## config.mk

```make
export PLATFORM = sky130hd
export DESIGN_NAME = branch_resolver
export DESIGN_NICKNAME = d
export VERILOG_FILES = /design/src/rtl/alu_pkg.sv /design/src/rtl/branch_cond.sv /design/src/rtl/branch_resolver.sv
export SDC_FILE = /design/constraint.sdc
export NUM_CORES = 1
export LEC_CHECK = 0
export CAP_MARGIN = 20
export CORE_MARGIN = 3
export CORE_UTILIZATION = 54
export DETAILED_ROUTE_END_ITERATION = 6
export HOLD_SLACK_MARGIN = 0.06
export PLACE_DENSITY = 0.84
export SYNTH_ARGS = -nofsm -noshare
export SYNTH_HDL_FRONTEND = slang
export SYNTH_SLANG_ARGS = --single-unit
```

## constraint.sdc

```tcl
create_clock -name clk -period 5.6 [get_ports clk]
set_input_delay 1.12 -clock clk [delete_from_list [all_inputs] [get_ports clk]]
set_output_delay 1.12 -clock clk [all_outputs]
set_load 0.02 [all_outputs]
```

## src/rtl/alu_pkg.sv

```systemverilog
// Shared ALU opcodes, branch funct3 encodings and resolver FSM states.
// Imported by the branch resolver and its condition decoder.
package alu_pkg;

  typedef enum logic [3:0] {
    FOP_ADD  = 4'd0,
    FOP_SUB  = 4'd1,
    FOP_AND  = 4'd2,
    FOP_OR   = 4'd3,
    FOP_XOR  = 4'd4,
    FOP_SLL  = 4'd5,
    FOP_SRL  = 4'd6,
    FOP_SRA  = 4'd7,
    FOP_SLT  = 4'd8,
    FOP_SLTU = 4'd9,
    FOP_IMM  = 4'd10
  } fop_t;

  localparam logic [2:0] F3_BEQ  = 3'b000;
  localparam logic [2:0] F3_BNE  = 3'b001;
  localparam logic [2:0] F3_BLT  = 3'b100;
  localparam logic [2:0] F3_BGE  = 3'b101;
  localparam logic [2:0] F3_BLTU = 3'b110;
  localparam logic [2:0] F3_BGEU = 3'b111;

  typedef enum logic [1:0] {
    IDLE = 2'd0,
    EXEC = 2'd1,
    RESP = 2'd2
  } branch_state_t;

endpackage

```

## src/rtl/branch_cond.sv

```systemverilog
// Branch condition decode from the flags of an rs1-rs2 subtraction.
// Unsigned compare uses operand MSBs when the signs differ.
module branch_cond
  import alu_pkg::*;
(
  input  logic [2:0] funct3,
  input  logic       z,
  input  logic       n,
  input  logic       v,
  input  logic       rs1_msb,
  input  logic       rs2_msb,
  output logic       taken,
  output logic       illegal
);

  logic lt;
  logic ltu;

  assign lt  = n ^ v;
  assign ltu = (rs1_msb != rs2_msb) ? rs2_msb : n;

  always_comb begin
    taken   = 1'b0;
    illegal = 1'b0;
    unique case (1'b1)
      (funct3 == F3_BEQ):  taken = z;
      (funct3 == F3_BNE):  taken = !z;
      (funct3 == F3_BLT):  taken = lt;
      (funct3 == F3_BGE):  taken = !lt;
      (funct3 == F3_BLTU): taken = ltu;
      (funct3 == F3_BGEU): taken = !ltu;
      default:             illegal = 1'b1;
    endcase
  end

endmodule

```

## src/rtl/branch_resolver.sv

```systemverilog
// Resolves one conditional branch at a time using an external ALU compare.
// Request -> EXEC (one ALU SUB cycle) -> RESP held until consumed.
module branch_resolver
  import alu_pkg::*;
#(
  parameter int XLEN    = 32,
  parameter int PC_STEP = 4
) (
  input  logic            clk,
  input  logic            nrst,
  input  logic            br_valid,
  output logic            br_ready,
  input  logic [2:0]      br_funct3,
  input  logic [XLEN-1:0] br_rs1,
  input  logic [XLEN-1:0] br_rs2,
  input  logic [XLEN-1:0] br_pc,
  input  logic [XLEN-1:0] br_imm,
  output logic [XLEN-1:0] alu_rda,
  output logic [XLEN-1:0] alu_rdb,
  output logic [3:0]      alu_fop,
  input  logic            alu_Z,
  input  logic            alu_N,
  input  logic            alu_V,
  input  logic            alu_C,
  output logic            res_valid,
  input  logic            res_ready,
  output logic            res_taken,
  output logic [XLEN-1:0] res_target,
  output logic            res_illegal
);

  localparam logic [XLEN-1:0] STEP = XLEN'(PC_STEP);

  branch_state_t   state_q, state_d;
  logic [2:0]      f3_q, f3_d;
  logic [XLEN-1:0] rs1_q, rs1_d;
  logic [XLEN-1:0] rs2_q, rs2_d;
  logic [XLEN-1:0] pc_q, pc_d;
  logic [XLEN-1:0] imm_q, imm_d;
  logic [XLEN-1:0] target_q, target_d;
  logic            taken_q, taken_d;
  logic            illegal_q, illegal_d;
  logic            valid_q, valid_d;

  logic [2:0] cond_f3;
  logic       cond_taken;
  logic       cond_illegal;
  logic       unused_carry;

  // Unsigned compare is derived from N and the MSBs, so carry is not needed.
  assign unused_carry = alu_C;

  // Legality is judged on the incoming funct3; taken on the registered one.
  assign cond_f3 = (state_q == EXEC) ? f3_q : br_funct3;

  branch_cond u_cond (
    .funct3  (cond_f3),
    .z       (alu_Z),
    .n       (alu_N),
    .v       (alu_V),
    .rs1_msb (rs1_q[XLEN-1]),
    .rs2_msb (rs2_q[XLEN-1]),
    .taken   (cond_taken),
    .illegal (cond_illegal)
  );

  assign br_ready    = (state_q == IDLE);
  assign res_valid   = valid_q;
  assign res_taken   = taken_q;
  assign res_target  = target_q;
  assign res_illegal = illegal_q;

  always_comb begin
    alu_fop = FOP_ADD;
    alu_rda = '0;
    alu_rdb = '0;
    if (state_q == EXEC) begin
      alu_fop = FOP_SUB;
      alu_rda = rs1_q;
      alu_rdb = rs2_q;
    end
  end

  always_comb begin
    state_d   = state_q;
    f3_d      = f3_q;
    rs1_d     = rs1_q;
    rs2_d     = rs2_q;
    pc_d      = pc_q;
    imm_d     = imm_q;
    target_d  = target_q;
    taken_d   = taken_q;
    illegal_d = illegal_q;
    valid_d   = valid_q;
    unique case (state_q)
      IDLE: begin
        if (br_valid) begin
          f3_d  = br_funct3;
          rs1_d = br_rs1;
          rs2_d = br_rs2;
          pc_d  = br_pc;
          imm_d = br_imm;
          if (cond_illegal) begin
            state_d   = RESP;
            illegal_d = 1'b1;
            taken_d   = 1'b0;
            target_d  = br_pc + STEP;
            valid_d   = 1'b1;
          end else begin
            state_d   = EXEC;
            illegal_d = 1'b0;
          end
        end
      end
      EXEC: begin
        state_d  = RESP;
        taken_d  = cond_taken;
        target_d = cond_taken ? (pc_q + imm_q) : (pc_q + STEP);
        valid_d  = 1'b1;
      end
      RESP: begin
        if (res_ready) begin
          state_d = IDLE;
          valid_d = 1'b0;
        end
      end
      default: begin
        state_d = IDLE;
        valid_d = 1'b0;
      end
    endcase
  end

  always_ff @(posedge clk or negedge nrst) begin
    if (!nrst) begin
      state_q   <= IDLE;
      f3_q      <= '0;
      rs1_q     <= '0;
      rs2_q     <= '0;
      pc_q      <= '0;
      imm_q     <= '0;
      target_q  <= '0;
      taken_q   <= 1'b0;
      illegal_q <= 1'b0;
      valid_q   <= 1'b0;
    end else begin
      state_q   <= state_d;
      f3_q      <= f3_d;
      rs1_q     <= rs1_d;
      rs2_q     <= rs2_d;
      pc_q      <= pc_d;
      imm_q     <= imm_d;
      target_q  <= target_d;
      taken_q   <= taken_d;
      illegal_q <= illegal_d;
      valid_q   <= valid_d;
    end
  end

endmodule

```

### Word-level counts from Yosys, hierarchy flattened

Index checks and enable logic that the tools add are counted.

| operators by class | value |
|---|---|
| add/sub/neg operators | 3 |
| eq/ne operators | 11 |
| mux-type cells | 22 |
| bitwise logic cells | 1 |
| reductions and logical operators | 11 |

Operators by type and width:

| cell | count |
|---|---|
| $mux W32 | 5 |
| $add A32 B3 Y32 const B | 2 |
| $pmux W32 S2 | 1 |
| $add A32 B32 Y32 | 1 |
| $eq A3 B3 Y1 const B | 4 |
| $mux W1 | 8 |
| $mux W2 | 3 |
| $ne A2 B2 Y1 const B | 3 |
| $pmux W1 S6 | 1 |
| $pmux W2 S3 | 1 |
| $reduce_and A3 Y1 | 2 |
| $reduce_or A6 Y1 | 1 |
| $reduce_and A2 Y1 | 2 |
| $eq A3 B1 Y1 const B | 1 |
| $logic_not A1 Y1 | 3 |
| $logic_not A3 Y1 | 1 |
| $mux W3 | 1 |
| $pmux W1 S3 | 1 |
| $eq A2 B1 Y1 const B | 1 |
| $eq A2 B2 Y1 const B | 1 |
| $logic_not A2 Y1 | 1 |
| $pmux W1 S2 | 1 |
| $reduce_bool A2 Y1 | 1 |
| $ne A1 B1 Y1 | 1 |
| $xor A1 B1 Y1 | 1 |

| word-level totals | value |
|---|---|
| flip-flop bits (word level) | 168 |
| input bits | 139 |
| output and inout bits | 104 |
| word-level logic and storage cells | 58 |

### Depth between registers and ports, before layout

Gate-level depths: netlist of the first run.

| depth | value |
|---|---|
| depth in word-level cells | 7 |
| gate-level depth with buffers | 11 |
| gate-level depth less buffers | 10 |

### Hierarchy

From an unflattened synthesis of the first run, not the netlist that was laid out.

| second synthesis, totals | value |
|---|---|
| cell total of the unflattened synthesis | 1,249 |
| area, all modules | 10,022.1 um2 |

By module, submodules not included:

| module | times used | cells each | area an instance (um2) | sequential area each (um2) |
|---|---|---|---|---|
| branch_resolver | 1 | 1,237 | 9,933.3 | 4,204.0 |
| branch_cond | 1 | 12 | 88.8 | 0.0 |

### Least setup slack after synthesis of the first run

OpenSTA, ideal clock, no wires.

| timing path | value |
|---|---|
| path kind | input -> register |
| from | in br_pc[5] |
| to | reg target_q[31] (netlist: res_target[31]) |
| setup time | 82 ps |
| arrival time | 2,724 ps |
| required time | 5,518 ps |
| setup slack | 2,794 ps |
| cell stages on the path | 8 |
| path buffers | 1 |
| cells stage by stage | and4_1 -> buf_2 -> nand4_1 -> or3_1 -> or3_1 -> a31oi_1 -> o22ai_1 -> a31oi_1 |

| between the ends | value |
|---|---|
| longest elaborated chain between the ends | 4 |

Ends and longest elaborated chain:

| element | RTL line | text |
|---|---|---|
| start: declaration | branch_resolver.sv:16 | `input logic [XLEN-1:0] br_pc,` |
| $add A32 B3 Y32 | branch_resolver.sv:107 | `target_d = br_pc + STEP;` |
| $mux W32 | branch_resolver.sv:103 | `if (cond_illegal) begin` |
| $mux W32 | branch_resolver.sv:97 | `if (br_valid) begin` |
| $pmux W32 S2 | branch_resolver.sv:95 | `unique case (state_q)` |
| end signal: assignment | branch_resolver.sv:153 | `target_q <= target_d;` |
| end: declaration | branch_resolver.sv:40 | `logic [XLEN-1:0] target_q, target_d;` |

No other way between the ends. The select of a mux whose other input is x is not followed.
A chain may end at the register's enable or synchronous reset.

### Worst setup path in the final report of the first run

| timing path | value |
|---|---|
| from | reg state_q[0] |
| to | out alu_fop[0] |

| between the ends | value |
|---|---|
| longest elaborated chain between the ends | 2 |

Ends and longest elaborated chain:

| element | RTL line | text |
|---|---|---|
| start: declaration | branch_resolver.sv:34 | `branch_state_t state_q, state_d;` |
| start signal: assignment | branch_resolver.sv:147 | `state_q <= state_d;` |
| $eq A2 B1 Y1 | branch_resolver.sv:77 | `if (state_q == EXEC) begin` |
| $mux W1 | branch_resolver.sv:77 |  |
| end: declaration | branch_resolver.sv:20 | `output logic [3:0] alu_fop,` |

No other way between the ends.

==> results.txt, run 1 <==
----------------------------------------------------
[STA]
  Unrepaired setup endpoints after global routing ... false
  Total negative slack for setup checks ... 0 ns
  Remaining max-slew budget at the tightest pin ... 0.291
  Final-report hold violation count ... 0
  Post-route clock period utilization ... 0.677
  Number of pins with negative max-slew slack in the final report ... 0
  Finish-stage setup viols ... 0
  Post-route worst hold slack ... ~0.5 ns
  Clock tree skew after final layout ... 0.0143 ns
  Slew at the pin closest to its max-slew limit ... 1.06 ns
  Final period demand of the worst path ... approximately 3.8 ns
  Max frequency ... ~260 MHz

[Cells and area]
  Fraction of final layout cells sized beyond drive strength 1 ... 0.149
  Layout Cells excl Fill ... around 1500
  Diode insertion count for antenna repair ... 0
  Synthesis-to-layout area growth ... 31.9%
  NumNets Final ... between 1000 and 1500

[Synthesis]
  Register bit total from synthesis ... around 170
  Top-area cell type share of the netlist area ... 0.421
  Number of synthesized flops with an enable pin ... 0
  Top area cells in the synthesized netlist ... sky130_fd_sc_hd__dfrtp_1, sky130_fd_sc_hd__mux2_2, sky130_fd_sc_hd__xnor2_1
  Cell area after synthesis ... 9980 sq um
  Synth Area in XOR/XNOR ... 0.0720
  Synth warn ... 0
  Number of distinct library cell variants in the gate-level netlist after synthesis ... between 60 and 70
  Avg Inst Size Synth ... 10.1 sq um
  Fraction of synthesis flops using an asynchronous set or reset pin ... 1.00
  Compound-gate portion of the synthesized area ... 0.128
  Cell type contributing the most total cell area after synthesis ... sky130_fd_sc_hd__dfrtp_1
  Simple-gate share of the synthesized area ... 0.156
  Mapped Cells ... between 900 and 1000
  Largest family of logic cells by synthesized area ... simple AND/OR/NAND/NOR gates
  Synth Area in Adders ... 0.0444
  Share of synthesized area spent on multiplexers ... 0.151
  Main flop type after synthesis ... sky130_fd_sc_hd__dfrtp_1
  Sequential share of the synthesized area ... 0.421

[Setup path]
  Worst r2r src ... pc_q[0]$_DFFE_PN0P_
  Worst reg2reg endpoint ... res_target[24]$_DFFE_PN0P_
  Setup CP Type ... reg -> out
  WP buf/inv ... 3
  Worst R2R Path Depth ... 10
  Required time worst endpoint ... ~4.5 ns
  Data arrival time of the worst path ... between 2 and 3 ns
  R2R Setup Slk ... 2.23 ns
  Critical Path Max Stage Delay ... 0.67 ns
  Endpoint class of the critical path ... output port
  Kind of start point of the critical path ... flop
  CP cell instances ... nand2b_1 -> inv_4 -> buf_4 -> clkdlybuf4s50_1
  Crit path max fanout ... just over 70
  Cell class contributing the biggest share of worst-path delay ... buffers and inverters
  Slowest cell on the critical path ... sky130_fd_sc_hd__clkdlybuf4s50_1

[Power]
  Part of the total power dissipated in combinational logic ... 0.563
  Peak ir drop on the vdd network ... around 350 uV
  Static Leakage ... ~5.3 nW
  Int Power ... between 4 and 5 mW
  Power share of the clock group ... 0.151
  Sw Share ... 0.432
  Sw power ... around 3.5 mW
  Sequential share of power ... 0.286
  Pwr dens ... around 620 nW/um^2

[Placement]
  Placed cell count ... 1419
  Count of buffers inserted at the top-level ports ... 238
  Routability cong. ... between 0.9 and 1
  Detailed placer's ending HPWL ... between 20000 and 25000 um

[Drt]
  Routed WL per cell ... around 20 um
  Violation count after the first detailed-route iteration ... 770
  Residual DRC ... 0
  Via-to-Cell Ratio ... 5.93
  Aggregate routed wire length ... roughly 30000 um
  Total iterations of the first detailed-routing run ... 6
  Antenna Violating Nets Remaining ... 0
  Number of vias in the routed layout ... 8610

[Global route]
  Antenna violations before repair ... 0
  Pin count of the biggest net entering global routing ... 134
  Overall track demand over capacity in global routing ... 0.296
  Grt total ovfl ... 0
  Number of global-route vias before repair ... slightly below 9000
  Global-route wire length before repair ... roughly 47000 um

[Clocking]
  Clock latency on the worst-skew pair ... around 0.44 ns
  Number of H-tree branching levels ... 4
  Cell chosen for the clock root ... sky130_fd_sc_hd__clkbuf_16
  Number of buffers inserted by hold repair at cts ... 0
  Number of instances resized during post-cts repair ... 0
  TritonCTS clock tree ... built
  Total clock buffers created by CTS ... 17
  Clock net sink count ... approximately 170
  Buffer levels on the longest clock path ... 2
  Clock transition time at the flip-flop clock pins of the worst setup and hold paths ... 0.08 ns
  Post-CTS Repair Setup Buffers ... 0

[Floorplan]
  Core region area ... 18100 sq um
  Area enclosed by the die boundary ... 20100 sq um
  Die extent in x ... 142 um
  Initial standard-cell utilization of the core ... 0.552
  Number of top-level pins ... between 200 and 250
  FP Rows ... 49
  Die span in y ... about 140 um

[Min path]
  Endpoint with the worst hold slack ... res_taken$_DFFE_PN0P_
  Tightest Hold Check Type ... reg -> reg
  Min-Delay Path Depth ... 2
  Worst hold start ... res_taken$_DFFE_PN0P_

[Run status]
  Run status ... finished clean

[Flow run]
  Max Cap Viol ... 0

----------------------------------------------------
## stage by stage
step / total power [mW] / setup WS (ns) / util / instance area [sq um]
2_1_floorplan: 5.35 / 2.79 / - / 9990
3_3_place_gp: 6.62 / 1.70 / 0.693 / 12500
3_5_place_dp: 6.77 / 1.69 / 0.693 / 12500
4_1_cts: 8.06 / 1.80 / 0.726 / 13100
5_1_grt: 8.67 / 1.65 / 0.728 / 13200
6_report: 8.10 / 1.81 / 0.728 / 13200
## synthesized netlist by cell type, types with 4 or more instances
| cell type | instances |
|---|---|
| sky130_fd_sc_hd__mux2_2 | 125 |
| sky130_fd_sc_hd__ha_1 | 33 |
| sky130_fd_sc_hd__a211oi_1 | 6 |
| sky130_fd_sc_hd__buf_4 | 4 |
| sky130_fd_sc_hd__xor2_1 | 32 |
| sky130_fd_sc_hd__inv_1 | 13 |
| sky130_fd_sc_hd__buf_2 | 5 |
| sky130_fd_sc_hd__nand2b_1 | 9 |
| sky130_fd_sc_hd__nand4_1 | 17 |
| sky130_fd_sc_hd__and2_1 | 65 |
| sky130_fd_sc_hd__o21ai_0 | 49 |
| sky130_fd_sc_hd__xnor2_1 | 50 |
| sky130_fd_sc_hd__o22ai_1 | 9 |
| sky130_fd_sc_hd__clkbuf_1 | 40 |
| sky130_fd_sc_hd__o32ai_1 | 5 |
| sky130_fd_sc_hd__a21o_1 | 12 |
| sky130_fd_sc_hd__dfrtp_1 | 168 |
| sky130_fd_sc_hd__o21bai_1 | 5 |
| sky130_fd_sc_hd__o221ai_1 | 5 |
| sky130_fd_sc_hd__a31oi_1 | 13 |
| sky130_fd_sc_hd__and3_1 | 16 |
| sky130_fd_sc_hd__nand2_1 | 76 |
| sky130_fd_sc_hd__o211ai_1 | 15 |
| sky130_fd_sc_hd__a21oi_1 | 55 |
| sky130_fd_sc_hd__nand3_1 | 25 |
| sky130_fd_sc_hd__nor2_1 | 64 |
| sky130_fd_sc_hd__and4_1 | 5 |
| sky130_fd_sc_hd__mux2i_1 | 4 |
| sky130_fd_sc_hd__nor3_1 | 7 |
## state kept, by name (all words and copies together), names as in the netlist
register / flops
state_q: 2
pc_q: 32
rs1_q: 32
res_valid: 1
f3_q: 3
res_taken: 1
res_target: 32
res_illegal: 1
rs2_q: 32
imm_q: 32
## placed cells by master, fill, tap and decap left out, types with 7 or more instances in the layout
cell type,n
sky130_fd_sc_hd__clkbuf_16,17
sky130_fd_sc_hd__o211ai_1,15
sky130_fd_sc_hd__mux2_2,125
sky130_fd_sc_hd__a31oi_1,13
sky130_fd_sc_hd__nand3_1,25
sky130_fd_sc_hd__and2_1,65
sky130_fd_sc_hd__a21o_1,12
sky130_fd_sc_hd__nor3_1,7
sky130_fd_sc_hd__dfrtp_1,168
sky130_fd_sc_hd__nor2_1,63
sky130_fd_sc_hd__inv_1,13
sky130_fd_sc_hd__nand2b_1,9
sky130_fd_sc_hd__xnor2_1,50
sky130_fd_sc_hd__a21oi_1,54
sky130_fd_sc_hd__o21ai_0,49
sky130_fd_sc_hd__nand4_1,17
sky130_fd_sc_hd__nand2_1,76
sky130_fd_sc_hd__o22ai_1,9
sky130_fd_sc_hd__ha_1,33
sky130_fd_sc_hd__xor2_1,32
sky130_fd_sc_hd__and3_1,16
sky130_fd_sc_hd__clkdlybuf4s50_1,237
## routing by layer
layer / part of all wire / up-vias / global-route usage
li1: - / 3977 / -
met1: 0.40 / 4162 / 0.364
met2: 0.48 / 404 / 0.487
met3: 0.089 / 67 / 0.0974
met4: 0.033 / 0 / 0.114
met5: 0 / - / 0
## cell type report
| cell class | count | area (sq um) |
|---|---|---|
| clock buffers | 18 | 429 |
| fillers | 1291 | 4920 |
| repair buffers | 247 | 2480 |
| clock inverters | 14 | 176 |
| well taps | 229 | 287 |
| multi-input cells | 763 | 5530 |
| flip-flops and latches | 168 | 4200 |
| inverters | 14 | 55.1 |
## how the worst max path moves through the flow
stage                                 from                         end  depth (start not counted)
detailed placement                br_pc[2]  res_target[24]$_DFFE_PN0P_                         10
CTS                 state_q[0]$_DFFE_PN0P_                  alu_fop[0]                          4
global placement                  br_pc[2]  res_target[24]$_DFFE_PN0P_                         10
floorplan                         br_pc[5]  res_target[31]$_DFFE_PN0P_                          8
finish              state_q[0]$_DFFE_PN0P_                  alu_fop[0]                          4
global route        state_q[0]$_DFFE_PN0P_                  alu_fop[0]                          4
## cells by family after synthesis
kind of cell / count (synthesis)
xor gates and xnor gates: 82
and+or+nand+nor: 306
muxes: 133
adders and majority gates: 35
DFF: 168
buffers and inverters: 64
other: 1
AOI/OAI and AO/OA: 204
## worst register-to-register path: stages, from the launching register on
cell,delay [ns]
sky130_fd_sc_hd__dfrtp_1,0.40
sky130_fd_sc_hd__ha_1,0.25
sky130_fd_sc_hd__fa_1,0.42
sky130_fd_sc_hd__a21o_1,0.24
sky130_fd_sc_hd__a31oi_1,0.35
sky130_fd_sc_hd__o2bb2ai_1,0.21
sky130_fd_sc_hd__a21oi_1,0.43
sky130_fd_sc_hd__o211ai_1,0.20
sky130_fd_sc_hd__o21ai_0,0.38
sky130_fd_sc_hd__nor4_1,0.09
sky130_fd_sc_hd__a211o_1,0.28
## power groups by stage
| stage | registers [mW] | logic (mW) | clock network [mW] |
|---|---|---|---|
| after floorplan | 2.31 | 3.04 | 0 |
| after global placement | 2.29 | 4.33 | 0 |
| after detailed placement | 2.33 | 4.44 | 0 |
| after CTS | 2.31 | 4.51 | 1.23 |
| after global routing | 2.39 | 4.99 | 1.28 |
| final | 2.32 | 4.56 | 1.22 |
Power figures use the tool's default switching activity.
==> run 2, diff against run 1 <==
--- a/config.mk
+++ b/config.mk
@@ -7,10 +7,10 @@
 export LEC_CHECK = 0
 export CAP_MARGIN = 20
 export CORE_MARGIN = 3
-export CORE_UTILIZATION = 54
+export CORE_UTILIZATION = 51
 export DETAILED_ROUTE_END_ITERATION = 6
 export HOLD_SLACK_MARGIN = 0.06
-export PLACE_DENSITY = 0.84
+export PLACE_DENSITY = 0.8
 export SYNTH_ARGS = -nofsm -noshare
 export SYNTH_HDL_FRONTEND = slang
 export SYNTH_SLANG_ARGS = --single-unit
==> constraint.sdc (replaced) <==
create_clock -name clk -period 3.55 [get_ports clk]
set_input_delay 0.71 -clock clk [delete_from_list [all_inputs] [get_ports clk]]
set_output_delay 0.71 -clock clk [all_outputs]
set_load 0.02 [all_outputs]
==> results.txt, run 2 (synthesis gave the netlist of run 1 again) <==
----------------------------------------------------
[Drt]
  Routed WL per cell ... 19.6 um
  Residual DRC ... 0
  Violation count after the first detailed-route iteration ... roughly 650
  Antenna Violating Nets Remaining ... 0
  Via-to-Cell Ratio ... around 5.7
  Aggregate routed wire length ... 29300 um
  Number of vias in the routed layout ... around 8600
  Total iterations of the first detailed-routing run ... 5

[Setup path]
  Crit path max fanout ... 42
  Required time worst endpoint ... ~2.8 ns
  Cell class contributing the biggest share of worst-path delay ... buffers and inverters
  WP buf/inv ... 3
  Endpoint class of the critical path ... output port
  CP cell instances ... nand2b_1 -> inv_4 -> buf_4 -> and2_1 -> clkdlybuf4s50_1
  Data arrival time of the worst path ... between 2 and 3 ns
  Critical Path Max Stage Delay ... a little over 0.6 ns
  Slowest cell on the critical path ... sky130_fd_sc_hd__clkdlybuf4s50_1
  Setup CP Type ... reg -> out
  Kind of start point of the critical path ... flop

[Flow run]
  Max Cap Viol ... 0

[STA]
  Max frequency ... a little over 300 MHz
  Remaining max-slew budget at the tightest pin ... 0.459
  Final-report hold violation count ... 0
  Unrepaired setup endpoints after global routing ... false
  Finish-stage setup viols ... 0
  Final period demand of the worst path ... between 3 and 4 ns
  Clock tree skew after final layout ... approximately 0.014 ns
  Number of pins with negative max-slew slack in the final report ... 0
  Worst Slack Setup Final ... around 0.26 ns
  Slew at the pin closest to its max-slew limit ... just over 0.8 ns
  Post-route clock period utilization ... 0.928
  Total negative slack for setup checks ... 0 ns

[Cells and area]
  Layout Cells excl Fill ... between 1000 and 1500
  Layout filler cell count ... about 1500
  NumNets Final ... ~1400
  Synthesis-to-layout area growth ... 32.9%
  Summed area of non-filler cells in the final layout ... between 10000 and 15000 sq um
  Commonest non-fill, non-tap cells in the layout ... sky130_fd_sc_hd__clkdlybuf4s50_1, sky130_fd_sc_hd__dfrtp_1, sky130_fd_sc_hd__mux2_2, sky130_fd_sc_hd__nand2_1, sky130_fd_sc_hd__and2_1
  Diode insertion count for antenna repair ... 0
  Commonest non-fill, non-tap cell in the layout ... sky130_fd_sc_hd__clkdlybuf4s50_1
  Fraction of final layout cells sized beyond drive strength 1 ... 0.157

[Global route]
  Global-route track usage on met2 ... 0.470
  Grt total ovfl ... 0
  Global-route wire length before repair ... 48100 um
  Met1 capacity usage during global routing ... 0.345
  GRT busiest layer ... met2
  Number of global-route vias before repair ... about 9000
  Overall track demand over capacity in global routing ... 0.282
  Pin count of the biggest net entering global routing ... 96
  Antenna violations before repair ... 2
  Met3 usage in global routing ... 0.0993

[Min path]
  Tightest Hold Check Type ... in -> async

[Placement]
  Pre-CTS worst setup slack ... ~0.38 ns
  Placed cell areas ... ~13000 sq um
  Count of buffers inserted at the top-level ports ... around 240
  Routability cong. ... between 0.9 and 1
  Detailed placer's ending HPWL ... between 20000 and 25000 um
  Placed cell count ... ~1500

[Run status]
  Run status ... finished clean

[Floorplan]
  FP Rows ... 50
  Initial standard-cell utilization of the core ... 0.527
  Number of top-level pins ... ~240
  Core region area ... 19000 sq um
  Die extent in x ... between 100 and 150 um
  Area enclosed by the die boundary ... about 21000 sq um
  Die span in y ... ~150 um

[Clocking]
  TritonCTS clock tree ... built
  Clock latency on the worst-skew pair ... 0.44 ns
  Number of instances resized during post-cts repair ... 0
  Cell chosen for the clock root ... sky130_fd_sc_hd__clkbuf_16
  Total clock buffers created by CTS ... 17
  Post-CTS Repair Setup Buffers ... 0
  Clock transition time at the flip-flop clock pins of the worst setup and hold paths ... around 0.080 ns
  Clock net sink count ... approximately 170
  Number of H-tree branching levels ... 4
  Number of buffers inserted by hold repair at cts ... 0
  Buffer levels on the longest clock path ... 2

[Power]
  Peak ir drop on the vdd network ... 497 uV
  Static Leakage ... roughly 5.4 nW
  Pwr dens ... approximately 960 nW/um^2

----------------------------------------------------
run 2: worst reg2reg max path, delay by kind of cell, from the launching register on:
family | cells | cell delay (ns)
AO/OA/AOI/OAI | 7 | 1.96
adder cells (fa/ha/maj) | 2 | 0.66
flip-flops | 1 | 0.40
AND/OR/NAND/NOR | 1 | 0.09
run 2: through the flow:
stage	utilization	hold slack [ns]	total power, mW
after floorplan	-	0.414	8.44
after global placement	0.669	0.461	10.5
after detailed placement	0.669	0.481	10.7
after CTS	0.700	0.348	12.7
after global routing	0.700	0.343	13.6
final	0.700	0.301	12.7
run 2: report_power, final:
group | switching (mW) | total [mW] | internal [mW]
logic | 3.84 | 7.20 | 3.36
clock network | 0.919 | 1.86 | 0.943
registers | 0.750 | 3.64 | 2.89
total | 5.51 | 12.7 | 7.20
run 2: final timing paths:
| check | startpoint | cells after the start | slack (ns) | end |
|---|---|---|---|---|
| min in group clk | res_taken$_DFFE_PN0P_ | 2 | 0.50 | res_taken$_DFFE_PN0P_ |
| min | nrst | 1 | 0.30 | pc_q[17]$_DFFE_PN0P_ |
| min reg2reg | res_taken$_DFFE_PN0P_ | 2 | 0.50 | res_taken$_DFFE_PN0P_ |
| max reg2reg | pc_q[0]$_DFFE_PN0P_ | 10 | 0.32 | res_target[24]$_DFFE_PN0P_ |
| max in group asynchronous | nrst | 2 | 2.38 | f3_q[2]$_DFFE_PN0P_ |
| max | state_q[1]$_DFFE_PN0P_ | 5 | 0.26 | alu_rdb[13] |
run 2: final cells by class:
cell class	instances	area, sq um	share of cell area
Clock buffer	18	429	0.0323
Clock inverter	14	156	0.0118
Timing Repair Buffer	259	2570	0.193
Sequential cell	168	4200	0.317
Inverter	14	55.1	0.00415
Tap cell	260	325	0.0245
Multi-Input combinational cell	763	5530	0.417
run 2: routing by layer:
metal  wire (um)  vias up
met2       14200      364
met5          27        -
li1            -     4010
met3        2710       63
met4         748        4
met1       11600     4157
